==> config.mk <==
export PLATFORM = sky130hd
export DESIGN_NAME = seq_det_prog
export DESIGN_NICKNAME = d
export VERILOG_FILES = /design/src/rtl/seq_det_pkg.sv /design/src/rtl/seq_det_match.sv /design/src/rtl/seq_det_prog.sv
export SDC_FILE = /design/constraint.sdc
export NUM_CORES = 1
export LEC_CHECK = 0
export BUFFER_PORTS_ARGS = -buffer_cell sky130_fd_sc_hd__buf_4
export CAP_MARGIN = 20
export CORE_ASPECT_RATIO = 1.75
export CORE_MARGIN = 5
export CORE_UTILIZATION = 52
export CTS_BUF_LIST = sky130_fd_sc_hd__clkbuf_4
export DETAILED_ROUTE_END_ITERATION = 10
export PLACE_DENSITY = 0.82
export SLEW_MARGIN = 20
export SYNTH_ARGS = -nofsm -noshare
export SYNTH_HDL_FRONTEND = slang
export SYNTH_HIERARCHICAL = 1
export SYNTH_SLANG_ARGS = --single-unit
==> constraint.sdc <==
create_clock -name clk_i -period 3.2 [get_ports clk_i]
set_clock_uncertainty 0.2 [all_clocks]
set_input_delay 0.32 -clock clk_i [delete_from_list [all_inputs] [get_ports clk_i]]
set_output_delay 0.32 -clock clk_i [all_outputs]
set_load 0.02 [all_outputs]
==> src/rtl/seq_det_pkg.sv <==
// Shared defaults and helpers for the programmable serial sequence detector.
package seq_det_pkg;

  localparam int                DEF_MAX_LEN     = 8;
  localparam int                DEF_CNT_W       = 8;
  localparam logic [7:0]        DEF_RST_PATTERN = 8'b0000_0101;
  localparam int                DEF_RST_LEN     = 3;
  localparam logic              DEF_RST_OVERLAP = 1'b1;

  // Widest pattern len_mask() can describe; MAX_LEN must not exceed it.
  localparam int                MASK_W          = 32;

  typedef enum logic {
    OVL_RESTART = 1'b0,
    OVL_ALLOW   = 1'b1
  } overlap_e;

  // Low-order mask with the bottom 'len' bits set; callers cast down to MAX_LEN.
  function automatic logic [MASK_W-1:0] len_mask(input int unsigned len);
    logic [MASK_W-1:0] m;
    m = '0;
    for (int unsigned i = 0; i < MASK_W; i++) begin
      m[i] = (i < len);
    end
    return m;
  endfunction

endpackage

==> src/rtl/seq_det_match.sv <==
// Combinational masked comparator: hit when the low len bits of window equal pattern.
module seq_det_match
  import seq_det_pkg::*;
#(
  parameter  int MAX_LEN = DEF_MAX_LEN,
  localparam int LEN_W   = $clog2(MAX_LEN + 1)
) (
  input  logic [MAX_LEN-1:0] window_i,
  input  logic [MAX_LEN-1:0] pattern_i,
  input  logic [LEN_W-1:0]   len_i,
  output logic               hit_o
);

  logic [MAX_LEN-1:0] mask;

  always_comb begin
    mask  = MAX_LEN'(len_mask(32'(len_i)));
    hit_o = ((window_i ^ pattern_i) & mask) == '0;
  end

endmodule

==> src/rtl/seq_det_prog.sv <==
// Programmable serial sequence detector with Mealy and registered match flags
// and a saturating detection counter.
module seq_det_prog
  import seq_det_pkg::*;
#(
  parameter  int                 MAX_LEN     = DEF_MAX_LEN,
  parameter  int                 CNT_W       = DEF_CNT_W,
  parameter  logic [MAX_LEN-1:0] RST_PATTERN = MAX_LEN'(DEF_RST_PATTERN),
  parameter  int                 RST_LEN     = DEF_RST_LEN,
  parameter  logic               RST_OVERLAP = DEF_RST_OVERLAP,
  localparam int                 LEN_W       = $clog2(MAX_LEN + 1)
) (
  input  logic               clk_i,
  input  logic               rst_n_i,
  input  logic               cfg_we_i,
  input  logic [MAX_LEN-1:0] cfg_pattern_i,
  input  logic [LEN_W-1:0]   cfg_len_i,
  input  logic               cfg_overlap_i,
  input  logic               cnt_clr_i,
  input  logic               valid_i,
  input  logic               data_i,
  output logic               seq_det_o,
  output logic               seq_det_q_o,
  output logic [CNT_W-1:0]   det_cnt_o
);

  localparam logic [LEN_W-1:0] MAX_LEN_L = LEN_W'(MAX_LEN);
  localparam logic [LEN_W-1:0] RST_LEN_L = LEN_W'(RST_LEN);
  localparam logic [CNT_W-1:0] CNT_MAX   = {CNT_W{1'b1}};

  if (MAX_LEN < 2 || MAX_LEN > MASK_W) begin : g_bad_max_len
    $error("seq_det_prog: MAX_LEN out of supported range");
  end

  logic [MAX_LEN-1:0] pattern_q, pattern_d;
  logic [LEN_W-1:0]   len_q, len_d;
  overlap_e           overlap_q, overlap_d;
  logic [MAX_LEN-2:0] hist_q, hist_d;
  logic [LEN_W-1:0]   fill_q, fill_d;
  logic               det_reg_q, det_reg_d;
  logic [CNT_W-1:0]   det_cnt_q, det_cnt_d;

  logic [MAX_LEN-1:0] window;
  logic [LEN_W-1:0]   cfg_len_clamped;
  logic               hit;
  logic               fill_ok;
  logic               seq_det;

  assign window = {hist_q, data_i};

  seq_det_match #(
    .MAX_LEN (MAX_LEN)
  ) u_match (
    .window_i  (window),
    .pattern_i (pattern_q),
    .len_i     (len_q),
    .hit_o     (hit)
  );

  // NOTE: every variable in this block gets a default first, so no latch is inferred
  // on paths that do not assign it.
  always_comb begin
    cfg_len_clamped = (cfg_len_i > MAX_LEN_L) ? MAX_LEN_L : cfg_len_i;
    // len_q - 1 may wrap when len_q == 0, but that case is masked out below.
    fill_ok         = fill_q >= (len_q - LEN_W'(1));
    seq_det         = rst_n_i & valid_i & ~cfg_we_i & (len_q != '0) & fill_ok & hit;

    pattern_d = pattern_q;
    len_d     = len_q;
    overlap_d = overlap_q;
    hist_d    = hist_q;
    fill_d    = fill_q;
    det_reg_d = seq_det;
    det_cnt_d = det_cnt_q;

    if (cfg_we_i) begin
      pattern_d = cfg_pattern_i;
      len_d     = cfg_len_clamped;
      overlap_d = overlap_e'(cfg_overlap_i);
      hist_d    = '0;
      fill_d    = '0;
    end else if (valid_i) begin
      hist_d = window[MAX_LEN-2:0];
      if (seq_det && overlap_q == OVL_RESTART) begin
        fill_d = '0;
      end else if (fill_q != MAX_LEN_L) begin
        fill_d = fill_q + LEN_W'(1);
      end
    end

    if (cnt_clr_i || cfg_we_i) begin
      det_cnt_d = '0;
    end else if (seq_det && det_cnt_q != CNT_MAX) begin
      det_cnt_d = det_cnt_q + CNT_W'(1);
    end
  end

  // NOTE: sequential state uses non-blocking assignments only, so every flop samples
  // the pre-edge value of every other flop.
  always_ff @(posedge clk_i or negedge rst_n_i) begin
    if (!rst_n_i) begin
      pattern_q <= RST_PATTERN;
      len_q     <= RST_LEN_L;
      overlap_q <= overlap_e'(RST_OVERLAP);
      hist_q    <= '0;
      fill_q    <= '0;
      det_reg_q <= 1'b0;
      det_cnt_q <= '0;
    end else begin
      pattern_q <= pattern_d;
      len_q     <= len_d;
      overlap_q <= overlap_d;
      hist_q    <= hist_d;
      fill_q    <= fill_d;
      det_reg_q <= det_reg_d;
      det_cnt_q <= det_cnt_d;
    end
  end

  assign seq_det_o   = seq_det;
  assign seq_det_q_o = det_reg_q;
  assign det_cnt_o   = det_cnt_q;

endmodule

==> run summary <==
top-area cell type share of the netlist area: 0.386
CP Launch Type: flop
VDD IR-drop max: 0.344 mV
Final GP Congestion: 0.823
drt pass-1 iters: 4
Commonest cells post-synth: 28 x dfrtp_1, 15 x nor2_1, 10 x a21oi_1, 10 x mux2_2, 10 x xor2_1
worst skew pair latency: 340 ps
# diodes: 0
first-pass GRT wire length: 6460 um
worst setup margin: 177 ps
Ports: 29
Final Cycle Share: 0.945
number of flops mapped to enable cells by yosys: 0
crit-path max FO: 9
TritonCTS clock tree: yes
fmax: 331 MHz
post-route ant nets: 0
reg-to-reg startpoint: len_q[3]
Root Buffer: clkbuf_4
initial antenna violation count: 0
Worst Tran Pin Value: 438 ps
cell area power density: 418 nW/um^2
mean number of vias per cell: 5.67
clock power share: 0.338
pre-CTS setup slack: 153 ps
row count: 28
die width: 54.6 um
Area Growth Syn to Fin: 23.8%
hold path endpoint: pattern_q[6]
MaxCap Viol Count: 0
share of cells above drive strength 1: 0.281
nets: 236
most frequent cell after synthesis: dfrtp_1
syn nets: 196
Pint: 0.685 mW
average size of a mapped cell: 10.7 um^2
hold path start: cfg_pattern_i[6]
Clock Tree Buf Depth: 2
post-synthesis sequential area ratio: 0.459
leakage power: 1.03 nW
Reg2Reg Depth: 9
Filler Cells Inserted: 278
worst setup path startpoint: len_q[3]
Post-Syn Area: 1810 um^2
Worst setup EP type: primary output
Sw Ratio: 0.269
Post-Synthesis Cells: 169
Final Hold Vio Count: 0
Util after Layout: 0.667
Post-Route WL: 3710 um
htree depth: 2
status: completed
vias in the first global route: 1510
Hold Crit Depth: 2
register area: 833 um^2
worst r2r dst: det_cnt_o[7]
critical path class: reg2out
post-route minimum period: 3020 ps
largest net degree at the start of global routing: 35
CTS clk-pin slew, worst paths: 110 ps
Post-CTS Setup Inserts: 0
Yosys reg bits: 33
synth warn: 6
setup TNS: 0 ps
Synth cell types: 39
Sequential Power Share: 0.497
Die Y-Extent: 88.1 um
area leader, netlist: dfrtp_1
Final setup violation count: 0
most common flop cell mapped by yosys: dfrtp_1
Synth area leaders: dfrtp_1 39%, dfstp_2 7.2%, mux2_2 6.2%, ha_1 5.5%, mux2i_1 5.0%
Initial Utilization: 0.539
Total Routing Usage GR: 0.183
Hold WC Path Type: in2reg
DRC: 0
Slew HR: 0.708
total core area: 3360 um^2
total clock sinks: 33
average wire per standard cell: 14.5 um
total gr overflow: 0
Logic pwr share: 0.165
port bufs: 28
DP Wirelength: 2730 um
Req. time, crit path: 2680 ps
Iteration-0 DRC Markers: 20
ys async rst share: 1.00
multi-input logic area: 921 um^2
die area: 4810 um^2
switching power: 0.253 mW
number of buffers created by CTS: 5
Vias: 1447
Arr. time, crit path: 2500 ps
RSZ-0062 raised after global routing: false
max-slew violations: 0
r2r setup slk: 260 ps
cells in the final DEF, fill, tap and decap left out, types with 2 or more instances in the layout:
| cell type | instances |
|---|---|
| a21o_1 | 2 |
| a21oi_1 | 9 |
| buf_4 | 28 |
| clkbuf_4 | 5 |
| dfrtp_1 | 27 |
| dfstp_2 | 5 |
| dlygate4sd3_1 | 11 |
| ha_1 | 8 |
| inv_1 | 8 |
| mux2_2 | 10 |
| mux2i_1 | 9 |
| nand2_1 | 8 |
| nand3_1 | 5 |
| nand4_1 | 3 |
| nor2_1 | 15 |
| nor3_1 | 2 |
| o21ai_0 | 8 |
| o22ai_1 | 3 |
| o31ai_1 | 3 |
| o41ai_1 | 2 |
| or3_1 | 3 |
| or4_1 | 4 |
| xnor2_1 | 3 |
| xor2_1 | 10 |
per-layer routing:
layer / GRT usage / up-vias / part of all wire
met5: 0 / - / 0
met2: 0.316 / 41 / 0.55
met4: 0.0975 / 0 / 0.024
li1: - / 683 / -
met3: 0.0562 / 10 / 0.055
met1: 0.188 / 713 / 0.37
power by group through the flow:
stage	combinational [mW]	clock, mW	sequential, mW
global placement	0.133	0	0.470
finish	0.155	0.317	0.466
global route	0.173	0.343	0.469
floorplan	0.0965	0	0.467
CTS	0.152	0.324	0.465
detailed placement	0.140	0	0.473
worst max-delay path: stages (launching register included):
cell	delay (ps)
dfrtp_1	500
or3b_1	410
a211oi_1	270
a31oi_1	140
a21oi_2	220
nand4b_4	140
nor2_4	170
and2_1	160
buf_4	150
registers in the layout, summed over array words and instances (netlist names):
register / count
det_cnt_o: 8
pattern_q: 8
hist_q: 7
fill_q: 4
len_q: 4
overlap_q: 1
seq_det_q_o: 1
area by class of cell:
type / instances / share of cell area
clock buffers: 5 / 0.0167
clock inverters: 3 / 0.0206
inverters: 8 / 0.0134
multi-input cells: 122 / 0.410
flip-flops and latches: 33 / 0.371
well taps: 45 / 0.0251
repair buffers: 39 / 0.143
kinds of logic after synthesis:
family                   Yosys count  synth area share
AO/OA/AOI/OAI                     32             0.111
XOR/XNOR                          13            0.0628
adder cells (fa/ha/maj)            8            0.0552
buffers and inverters             14            0.0393
flip-flops                        33             0.459
multiplexers                      19             0.112
AND/OR/NAND/NOR                   50             0.161
how the worst max path moves through the flow:
stage	endpoint	slack, ps	cells after the start
4_1_cts	det_cnt_o[7]	90	9
5_1_grt	seq_det_o	30	8
6_report	seq_det_o	180	8
3_5_place_dp	det_cnt_o[7]	150	9
2_1_floorplan	det_cnt_o[6]	520	10
3_3_place_gp	det_cnt_o[5]	370	9
stage by stage:
stage | instances | power [mW] | hold WS (ps) | area, um^2
after floorplan | 169 | 0.563 | -176 | 1810
after global placement | 236 | 0.603 | 92.1 | 2040
after detailed placement | 236 | 0.613 | 98.8 | 2040
after CTS | 253 | 0.940 | 1.78 | 2210
after global routing | 255 | 0.986 | 3.83 | 2240
final | 255 | 0.938 | 17.0 | 2240
timing repair:
item,in CTS,in global routing
endpoints found under the hold margin,36,2
resized for setup,0,3
hold buffers,9,2
endpoints found under the setup margin,0,5
(Power assumes the default switching activity.)
